===== config.mk =====
export PLATFORM = sky130hd
export DESIGN_NAME = alarm_bank
export DESIGN_NICKNAME = d
export VERILOG_FILES = /design/src/rtl/alarm_pkg.sv /design/src/rtl/alarm_channel.sv /design/src/rtl/alarm_bank.sv
export SDC_FILE = /design/constraint.sdc
export NUM_CORES = 1
export LEC_CHECK = 0
export BUFFER_PORTS_ARGS = -buffer_cell sky130_fd_sc_hd__buf_2
export CAP_MARGIN = 30
export CORE_ASPECT_RATIO = 1.2
export CORE_MARGIN = 3
export CORE_UTILIZATION = 50
export DETAILED_ROUTE_END_ITERATION = 6
export PLACE_DENSITY_LB_ADDON = 0.2
export SLEW_MARGIN = 20
export SYNTH_ARGS = -nofsm -noshare
export SYNTH_HDL_FRONTEND = slang
export SYNTH_HIERARCHICAL = 1
export SYNTH_SLANG_ARGS = --single-unit

===== constraint.sdc =====
create_clock -name clk_out -period 4.6 [get_ports clk_out]
set_input_delay 0 -clock clk_out [delete_from_list [all_inputs] [get_ports clk_out]]
set_output_delay 0 -clock clk_out [all_outputs]
set_load 0.01 [all_outputs]

===== src/rtl/alarm_pkg.sv =====
// Shared types, constants and helpers for the multi-channel alarm bank.
// Digit legality lives here so the top-level write decoder and any future user agree.
package alarm_pkg;

  typedef enum logic [1:0] {
    ST_IDLE   = 2'd0,
    ST_RING   = 2'd1,
    ST_SNOOZE = 2'd2
  } alm_state_t;

  localparam int SEC_PER_DAY = 86400;
  localparam int CNT_W       = 17;
  localparam int TMR_W       = 10;

  localparam logic [CNT_W-1:0] W_AH1 = 17'd36000;
  localparam logic [CNT_W-1:0] W_AH2 = 17'd3600;
  localparam logic [CNT_W-1:0] W_AM1 = 17'd600;
  localparam logic [CNT_W-1:0] W_AM2 = 17'd60;

  localparam logic [2:0] SEL_AM2 = 3'b010;
  localparam logic [2:0] SEL_AM1 = 3'b011;
  localparam logic [2:0] SEL_AH2 = 3'b100;
  localparam logic [2:0] SEL_AH1 = 3'b101;

  // A write is legal only if the resulting HH:MM stays a valid 24-hour time,
  // judged against the digit that is already stored in the other hour position.
  function automatic logic digit_write_ok(input logic [2:0] sel,
                                          input logic [3:0] val,
                                          input logic [3:0] cur_ah1,
                                          input logic [3:0] cur_ah2);
    logic ok;
    ok = 1'b0;
    case (sel)
      SEL_AM2: ok = (val <= 4'd9);
      SEL_AM1: ok = (val <= 4'd5);
      SEL_AH2: ok = (val <= 4'd9) && ((cur_ah1 != 4'd2) || (val <= 4'd3));
      SEL_AH1: ok = (val <= 4'd2) && ((val != 4'd2) || (cur_ah2 <= 4'd3));
      default: ok = 1'b0;
    endcase
    return ok;
  endfunction

  function automatic logic [CNT_W-1:0] digits_to_sec(input logic [3:0] ah1,
                                                     input logic [3:0] ah2,
                                                     input logic [3:0] am1,
                                                     input logic [3:0] am2);
    return ({13'd0, ah1} * W_AH1) + ({13'd0, ah2} * W_AH2)
         + ({13'd0, am1} * W_AM1) + ({13'd0, am2} * W_AM2);
  endfunction

endpackage


===== src/rtl/alarm_channel.sv =====
// One alarm channel: stored HH:MM digits, registered target second, and the
// IDLE/RING/SNOOZE state machine with its shared ring/snooze second timer.
module alarm_channel
  import alarm_pkg::*;
#(
  parameter int RING_SEC   = 60,
  parameter int SNOOZE_SEC = 300,
  parameter int MAX_SNOOZE = 3
) (
  input  logic             clk_out,
  input  logic             rst,
  input  logic             wr_en,
  input  logic [2:0]       wr_sel,
  input  logic [3:0]       wr_val,
  input  logic [CNT_W-1:0] sec_cnt,
  input  logic             sec_tick,
  input  logic             alm_en,
  input  logic             snooze_edge,
  input  logic             stop_edge,
  output logic [3:0]       ah1,
  output logic [3:0]       ah2,
  output logic [3:0]       am1,
  output logic [3:0]       am2,
  output logic             ring,
  output logic             ring_nxt
);

  localparam logic [TMR_W-1:0] RING_LAST = TMR_W'(RING_SEC - 1);
  localparam logic [TMR_W-1:0] SNZ_LAST  = TMR_W'(SNOOZE_SEC - 1);
  localparam logic [2:0]       SNZ_MAX   = 3'(MAX_SNOOZE);

  alm_state_t       state;
  logic [TMR_W-1:0] timer;
  logic [2:0]       snz_cnt;
  logic [CNT_W-1:0] target;

  logic kill;
  logic match;
  logic ring_done;
  logic snz_done;
  logic enter_ring;
  logic leave_ring;

  // Disable, a write to this channel, or stop all outrank snooze, expiry and trigger.
  assign kill       = !alm_en || wr_en || stop_edge;
  assign match      = sec_tick && (sec_cnt == target) && (sec_cnt < CNT_W'(SEC_PER_DAY));
  assign ring_done  = sec_tick && (timer == RING_LAST);
  assign snz_done   = sec_tick && (timer == SNZ_LAST);
  assign enter_ring = !kill && (((state == ST_IDLE) && match) ||
                                ((state == ST_SNOOZE) && snz_done));
  assign leave_ring = (state == ST_RING) && (kill || snooze_edge || ring_done);
  // Exported so the top can register buzz on the same edge as ring.
  assign ring_nxt   = enter_ring || (ring && !leave_ring);

  // NOTE: every register below uses <= so all state updates see pre-edge values.
  always_ff @(posedge clk_out) begin
    if (rst) begin
      ah1 <= 4'd0;
      ah2 <= 4'd0;
      am1 <= 4'd0;
      am2 <= 4'd0;
    end else if (wr_en) begin
      case (wr_sel)
        SEL_AH1: ah1 <= wr_val;
        SEL_AH2: ah2 <= wr_val;
        SEL_AM1: am1 <= wr_val;
        SEL_AM2: am2 <= wr_val;
        default: ;
      endcase
    end
  end

  // Target trails the digits by one cycle; the weighted sum stays off the match path.
  always_ff @(posedge clk_out) begin
    if (rst) begin
      target <= '0;
    end else begin
      target <= digits_to_sec(ah1, ah2, am1, am2);
    end
  end

  always_ff @(posedge clk_out) begin
    if (rst) begin
      state   <= ST_IDLE;
      timer   <= '0;
      snz_cnt <= 3'd0;
      ring    <= 1'b0;
    end else begin
      ring <= ring_nxt;
      if (kill) begin
        state <= ST_IDLE;
        timer <= '0;
      end else begin
        case (state)
          ST_IDLE: begin
            if (match) begin
              state   <= ST_RING;
              timer   <= '0;
              snz_cnt <= 3'd0;
            end
          end
          ST_RING: begin
            if (snooze_edge) begin
              timer <= '0;
              if (snz_cnt < SNZ_MAX) begin
                state   <= ST_SNOOZE;
                snz_cnt <= snz_cnt + 3'd1;
              end else begin
                state <= ST_IDLE;
              end
            end else if (ring_done) begin
              state <= ST_IDLE;
              timer <= '0;
            end else if (sec_tick) begin
              timer <= timer + TMR_W'(1);
            end
          end
          ST_SNOOZE: begin
            if (snz_done) begin
              state <= ST_RING;
              timer <= '0;
            end else if (sec_tick) begin
              timer <= timer + TMR_W'(1);
            end
          end
          default: state <= ST_IDLE;
        endcase
      end
    end
  end

endmodule


===== src/rtl/alarm_bank.sv =====
// Bank of NUM_ALM alarm channels sharing one digit-entry port, snooze/stop
// buttons and a common buzzer output.
module alarm_bank
  import alarm_pkg::*;
#(
  parameter int NUM_ALM    = 4,
  parameter int RING_SEC   = 60,
  parameter int SNOOZE_SEC = 300,
  parameter int MAX_SNOOZE = 3,
  localparam int CH_W      = (NUM_ALM > 1) ? $clog2(NUM_ALM) : 1
) (
  input  logic               clk_out,
  input  logic               rst,
  input  logic [CNT_W-1:0]   sec_cnt,
  input  logic               sec_tick,
  input  logic               load,
  input  logic               almin,
  input  logic [2:0]         select,
  input  logic [3:0]         loadin,
  input  logic [CH_W-1:0]    ch_sel,
  input  logic [NUM_ALM-1:0] alm_en,
  input  logic               snooze,
  input  logic               stop,
  output logic [3:0]         ah1,
  output logic [3:0]         ah2,
  output logic [3:0]         am1,
  output logic [3:0]         am2,
  output logic [NUM_ALM-1:0] ring,
  output logic               buzz
);

  logic               snooze_q;
  logic               stop_q;
  logic               snooze_edge;
  logic               stop_edge;
  logic               wr_ok;
  logic [NUM_ALM-1:0] wr_en;
  logic [NUM_ALM-1:0] ring_nxt;

  logic [3:0] ah1_a [NUM_ALM];
  logic [3:0] ah2_a [NUM_ALM];
  logic [3:0] am1_a [NUM_ALM];
  logic [3:0] am2_a [NUM_ALM];

  always_ff @(posedge clk_out) begin
    if (rst) begin
      snooze_q <= 1'b0;
      stop_q   <= 1'b0;
      buzz     <= 1'b0;
    end else begin
      snooze_q <= snooze;
      stop_q   <= stop;
      buzz     <= |ring_nxt;
    end
  end

  assign snooze_edge = snooze && !snooze_q;
  assign stop_edge   = stop && !stop_q;

  // Legality is judged on the readback digits, which belong to the addressed channel.
  assign wr_ok = almin && !load && digit_write_ok(select, loadin, ah1, ah2);

  // NOTE: defaults first so an unmatched ch_sel cannot infer a latch.
  always_comb begin
    ah1 = 4'd0;
    ah2 = 4'd0;
    am1 = 4'd0;
    am2 = 4'd0;
    for (int i = 0; i < NUM_ALM; i++) begin
      if (ch_sel == CH_W'(i)) begin
        ah1 = ah1_a[i];
        ah2 = ah2_a[i];
        am1 = am1_a[i];
        am2 = am2_a[i];
      end
    end
  end

  for (genvar g = 0; g < NUM_ALM; g++) begin : g_ch
    assign wr_en[g] = wr_ok && (ch_sel == CH_W'(g));

    alarm_channel #(
      .RING_SEC   (RING_SEC),
      .SNOOZE_SEC (SNOOZE_SEC),
      .MAX_SNOOZE (MAX_SNOOZE)
    ) u_ch (
      .clk_out     (clk_out),
      .rst         (rst),
      .wr_en       (wr_en[g]),
      .wr_sel      (select),
      .wr_val      (loadin),
      .sec_cnt     (sec_cnt),
      .sec_tick    (sec_tick),
      .alm_en      (alm_en[g]),
      .snooze_edge (snooze_edge),
      .stop_edge   (stop_edge),
      .ah1         (ah1_a[g]),
      .ah2         (ah2_a[g]),
      .am1         (am1_a[g]),
      .am2         (am2_a[g]),
      .ring        (ring[g]),
      .ring_nxt    (ring_nxt[g])
    );
  end

endmodule


# [Word-level counts from Yosys, hierarchy flattened]
# Cells that the tools add are included.
# W data, S select, Z words.
[totals] elab_cells=352 reg_bits=199 output_inout_bits=21 inputBits=37
[classes] n_mux=81 addsub=20 n_eq_ne=49 multipliers=16 bitwise_logic=4 order_cmp=10 reduce_logical=133
[op_table] operator="$mux W10" n=20
[op_table] operator="$pmux W10 S3" n=4
[op_table] operator="$add A17 B10 Y17" n=4
[op_table] operator="$add A17 B14 Y17" n=4
[op_table] operator="$add A17 B16 Y17" n=4
[op_table] operator="$eq A17 B17 Y1" n=4
[op_table] operator="$mux W4" n=16
[op_table] operator="$mul A4 B11 Y12 const B" n=4
[op_table] operator="$mul A4 B8 Y12 const B" n=4
[op_table] operator="$logic_and A1 B1 Y1" n=46
[op_table] operator="$mul A4 B7 Y11 const B" n=4
[op_table] operator="$add A10 B1 Y10 const B" n=4
[op_table] operator="$eq A10 B6 Y1 const B" n=4
[op_table] operator="$eq A10 B9 Y1 const B" n=4
[op_table] operator="$mux W2" n=20
[op_table] operator="$reduce_and A2 Y1" n=20
[op_table] operator="$mux W3" n=12
[op_table] operator="$mul A4 B4 Y8 const B" n=4
[op_table] operator="$logic_or A1 B1 Y1" n=26
[op_table] operator="$pmux W2 S3" n=4
[op_table] operator="$pmux W3 S2" n=4
[op_table] operator="$reduce_and A5 Y1" n=4
[op_table] operator="$ne A2 B1 Y1 const B" n=9
[op_table] operator="$lt A17 B17 Y1 const B" n=1
[op_table] operator="22 further kinds" n=83

# [Longest topological paths before layout]
[logic_depth] depth_word=20 mapped_depth=21 ltp_nobuf=21

# [Hierarchy]
# The synthesis kept the hierarchy.
[modules_own_cells] module="alarm_channel at g_ch[0].u_ch ..." cells_each=516 seq_area_each_um2=940.9 area_each_um2=4580.6 n_inst=2
[modules_own_cells] module="alarm_channel at g_ch[2].u_ch" cells_each=504 seq_area_each_um2=940.9 area_each_um2=4524.3 n_inst=1
[modules_own_cells] module="alarm_channel at g_ch[3].u_ch" cells_each=501 seq_area_each_um2=940.9 area_each_um2=4484.3 n_inst=1
[modules_own_cells] module="alarm_bank" cells_each=60 seq_area_each_um2=60.1 area_each_um2=714.4 n_inst=1

# [Worst setup path after synthesis]
# Ideal clock, no wire load.
[synth_path] kind="flip-flop to flip-flop" start="reg g_ch[0].u_ch.am1[2]" end="reg g_ch[0].u_ch.target[15]" arrival_ns=4.329 path_stages_with_launch=22 required_ns=4.479 path_slack_ns=0.150 setup_time_ns=0.121 n_path_buf=0 cell_sequence="dfxtp_1 -> ha_1 -> inv_1 -> fa_1 -> inv_1 -> ha_1 -> and3b_1 -> o21a_1 -> o21ai_0 -> a21boi_0 -> o21ai_0 -> xor2_1 -> fa_1 -> inv_1 -> ha_1 -> ha_1 -> nor2_1 -> nor2b_1 -> o21a_1 -> o32a_1 -> o41a_1 -> mux2_2"
[synth_between] elab_chain_cells=3
[synth_rtl] element="from (decl)" line_no="alarm_channel.sv:22" source="output logic [3:0] am1,"
[synth_rtl] element="from (signal assigned)" line_no="alarm_channel.sv:66" source="SEL_AM1: am1 <= wr_val;"
[synth_rtl] element="$mul A4 B7 Y11" line_no="alarm_pkg.sv:48" source="+ ({13'd0, am1} * W_AM1) + ({13'd0, am2} * W_AM2);"
[synth_rtl] element="$add A17 B14 Y17" line_no="alarm_pkg.sv:48"
[synth_rtl] element="$add A17 B10 Y17" line_no="alarm_pkg.sv:48"
[synth_rtl] element="to (signal assigned)" line_no="alarm_channel.sv:78" source="target <= digits_to_sec(ah1, ah2, am1, am2);"
[synth_rtl] element="to (decl)" line_no="alarm_channel.sv:35" source="logic [CNT_W-1:0] target;"
# Every way passes these cells.
# A chain may end at the register's enable or synchronous reset.

# [Worst setup path after layout]
[layout_path] start="reg g_ch[3].u_ch.am2[1]" end="reg g_ch[3].u_ch.target[14]"
[layout_between] elab_chain_cells=2
[layout_rtl] element="from (decl)" line_no="alarm_channel.sv:23" source="output logic [3:0] am2,"
[layout_rtl] element="from (signal assigned)" line_no="alarm_channel.sv:67" source="SEL_AM2: am2 <= wr_val;"
[layout_rtl] element="$mul A4 B4 Y8" line_no="alarm_pkg.sv:48"
[layout_rtl] element="$add A17 B10 Y17" line_no="alarm_pkg.sv:48"
[layout_rtl] element="to (signal assigned)" line_no="alarm_channel.sv:78"
[layout_rtl] element="to (decl)" line_no="alarm_channel.sv:35"
# Every way passes these cells.

==> results.py <==
metrics = {
    "min_path": {
        "min_from": "sec_tick",
        "min_to": "g_ch[2].u_ch/timer[1]",
        "whs_path_depth": 3,
        "hp-class": "in2reg",
    },
    "yosys": {
        "synth_edf_count": 0,
        "ys_seq_elements": 191,
        "ys_warn_count": 6,
        "synth_top_area_cell": "ha_1",
        "ys_async_sr_fraction_pct": 0,
        "ys_top_cells_by_area": "ha_1 (21%), dfxtp_1 (20%), fa_1 (10%)",
        "avgSynthCellArea_sq_um": 9.01,
        "yosysTopAreaCellShare_pct": 20.9,
        "ys.flop_type": "dfxtp_1",
        "synth.distinct_cells": 80,
        "synth_nets": 2546,
        "yosysSeqAreaShare_pct": 20.2,
        "syn_inst": 2097,
        "syn_area_sq_um": 18900,
    },
    "pwr": {
        "leakage_uw": 0.0106,
        "netSwitchingFraction_pct": 24.9,
        "power.share.clock_pct": 45.1,
        "p_int_uw": 2560,
        "power_density_nw_per_um2": 163,
        "combPwrFrac_pct": 6.5,
        "seq_power_share_pct": 48.5,
        "p_switching_uw": 852,
        "ir_drop_v": 0.000258,
    },
    "clocking": {
        "htree_num_levels": 4,
        "clkTransAtPathRegs_ns": 0.07,
        "cts_max_path_buffers": 2,
        "clock_sinks": 191,
        "cts_tree": "done",
        "cts_setup_buffers": 0,
        "clock_latency_ns": 0.45,
        "cts_inserted_buffers": 17,
        "root_buffer": "clkbuf_16",
    },
    "sta": {
        "layout_min_cycle_time_ns": 4.48,
        "max-slew-margin-rel_pct": 40.2,
        "rsz0062_at_grt": "true",
        "hold_violations": 0,
        "clock_skew_ns": 0.0129,
        "whs_ns": 0.0769,
        "setup_viol": 0,
        "fmaxAchievable_mhz": 223,
        "slew_violations": 0,
        "post-route-period-util_pct": 97.3,
        "worst_pin_slew_ns": 0.893,
    },
    "die": {
        "start_util_pct": 50.9,
        "die_w_microns": 183,
        "die_area_sq_um": 40100,
        "rows": 77,
        "core_sq_um": 37100,
        "io_pins": 58,
        "die_h_microns": 219,
    },
    "finish": {
        "drive_gt1_share_pct": 11.7,
        "nets": 2659,
        "area_growth_pct": 11.3,
        "fin_cells": 2698,
        "n_fill_cell": 3343,
    },
    "flow_run": {
        "max_cap_violations": 0,
    },
    "placement": {
        "globalplace.congestion": 0.888,
        "dp_hpwl_microns": 37800,
        "io_buffers": 57,
        "dp_cells": 2662,
    },
    "setup_path": {
        "timing.rr.start": "g_ch[3].u_ch/am2[1]",
        "required_ns": 4.91,
        "crit_arrival_ns": 4.79,
        "rr_endpoint": "g_ch[3].u_ch/target[14]",
        "startpoint_type": "register",
        "crit_type": "reg2reg",
        "end_kind": "register",
        "crit_fanout": 4,
        "reg2reg_setup_slack_ns": 0.12,
        "reg2reg_depth": 18,
    },
    "route": {
        "via_count": 15242,
        "drtAntennaViolNets": 0,
        "met3RoutedLength_microns": 1950,
        "wl_per_cell_microns": 17.7,
        "dr.pass1.iters": 6,
        "routed_via_density": 5.65,
        "wl_met2_microns": 23400,
        "drt_iter0_drc": 814,
        "m1WireLength_microns": 21300,
        "maxUsedRoutingLayer": "met5",
        "post-route-drc-count": 0,
        "postRouteWirelength_microns": 47900,
    },
    "grt": {
        "antenna_found_initial": 2,
        "grt_max_degree": 74,
        "track_usage_pct": 23.6,
        "grt_pass1_wl_microns": 76100,
        "grt_pass1_vias": 14869,
        "globalRouteOverflowTotal": 0,
    },
    "outcome": {
        "status": "completed",
    },
}
## how the worst max path moves through the flow
stage                   startpoint                      end
2_1_floorplan  g_ch[0].u_ch/am1[2]  g_ch[0].u_ch/target[15]
3_3_place_gp   g_ch[0].u_ch/am1[2]  g_ch[0].u_ch/target[15]
3_5_place_dp   g_ch[0].u_ch/am1[2]  g_ch[0].u_ch/target[15]
4_1_cts        g_ch[0].u_ch/am1[2]  g_ch[0].u_ch/target[15]
5_1_grt        g_ch[3].u_ch/am1[2]  g_ch[3].u_ch/target[14]
6_report       g_ch[3].u_ch/am2[1]  g_ch[3].u_ch/target[14]
## sequential cells by signal, indices dropped and copies added, names as in the netlist, 4 cells and up
register and flops:
g_ch.u_ch/target 60, g_ch.u_ch/timer 40, g_ch.u_ch/ah1 16, g_ch.u_ch/ah2 16, g_ch.u_ch/am1 16, g_ch.u_ch/am2 16, g_ch.u_ch/snz_cnt 12, g_ch.u_ch/state 8
g_ch.u_ch/ring 4
## layer usage
metal	up-vias	track usage [%]
met5	-	0
met3	70	2.79
met4	2	7.19
met1	7313	30.2
li1	7520	-
met2	337	41.5
## cell usage after synthesis, types with 7 or more instances
cell type and number:
clkbuf_1 17, and2_1 10, a211o_1 8, xnor2_1 99, nor4_1 12, and3_1 12
nand3_1 18, or4_1 10, mux2_2 12, a21o_1 40, nor2b_1 56, or2_2 10
dfxtp_1 191, ha_1 316, nand4b_1 9, a21oi_1 92, nand4_1 28, nand2b_1 21
or3_1 20, mux4_2 8, o31ai_1 8, a31oi_1 18, a211oi_1 25, mux2i_1 60
buf_1 9, nor3_1 57, xor2_1 62, o21a_1 33, nand3b_1 7, fa_1 96
o22ai_1 24, a32o_1 11, nand2_1 100, o21ai_0 63, nor2_1 168, o21bai_1 8
inv_1 261, and3b_1 7, mux4_1 7
## cell type report
cell class	count	area, sq um	area share [%]
diodes	2	5.00	0.0238
clock buffers	20	467	2.22
clock inverters	11	133	0.631
inverters	261	980	4.66
multi-input cells	1612	14200	67.5
flip-flops and latches	191	3840	18.2
well taps	474	593	2.82
repair buffers	127	821	3.90
## placed cells by master (no fill, tap or decap), drive strengths merged, types with 29 or more instances in the layout
cell type	count
a21o	40
a21oi	93
buf	124
dfxtp	191
fa	96
ha	316
inv	262
mux2i	60
nand2	101
nand4	29
nor2	168
nor2b	56
nor3	57
o21a	35
o21ai	69
xnor2	99
xor2	62
## critical path, stage by stage (launching register included)
cell and delay [ns]:
dfxtp_1 0.43, fa_1 0.49, fa_1 0.47, ha_1 0.29, a21o_1 0.16, a21oi_1 0.22, o21bai_1 0.09, a21oi_1 0.20
xor2_1 0.26, fa_1 0.45, inv_1 0.06, ha_1 0.28, o21ai_0 0.22, nand2b_1 0.10, a31oi_2 0.21, buf_4 0.15
o21bai_1 0.07, xnor2_1 0.14, nor2_1 0.05
## power groups by stage
| stage | logic [uW] | registers (uW) | clock network [uW] |
|---|---|---|---|
| after CTS | 219 | 1660 | 1570 |
| final | 221 | 1660 | 1540 |
| after global routing | 237 | 1660 | 1620 |
| after global placement | 212 | 1690 | 0 |
| after detailed placement | 216 | 1690 | 0 |
| after floorplan | 113 | 1690 | 0 |
## kinds of logic after synthesis
| family | after synthesis | share of synthesized area, % |
|---|---|---|
| mux | 87 | 5.82 |
| buf+inv | 294 | 5.99 |
| fa+ha+maj | 412 | 31.1 |
| flops | 191 | 20.2 |
| simple gates | 575 | 16.0 |
| compound gates | 377 | 13.4 |
| xor+xnor | 161 | 7.47 |
## repair_timing
action	CTS	global route
endpoints found under the setup margin	5	18
endpoints found under the hold margin	3	0
pin swaps	0	24
hold buffers	3	0
resized for setup	6	69
## metrics by stage
step | power, uW | utilization, % | instance area, sq um | setup TNS [ns] | setup WS, ns
2_1_floorplan | 1810 | - | 18900 | 0 | 0.150
3_3_place_gp | 1910 | 54.2 | 20100 | 0 | 0.0345
3_5_place_dp | 1910 | 54.2 | 20100 | -0.0462 | -0.0364
4_1_cts | 3440 | 56.0 | 20800 | 0 | 0.0308
5_1_grt | 3510 | 56.7 | 21000 | -0.244 | -0.0937
6_report | 3420 | 56.7 | 21000 | 0 | 0.123
No activity file was read; power rests on OpenSTA's default activity.
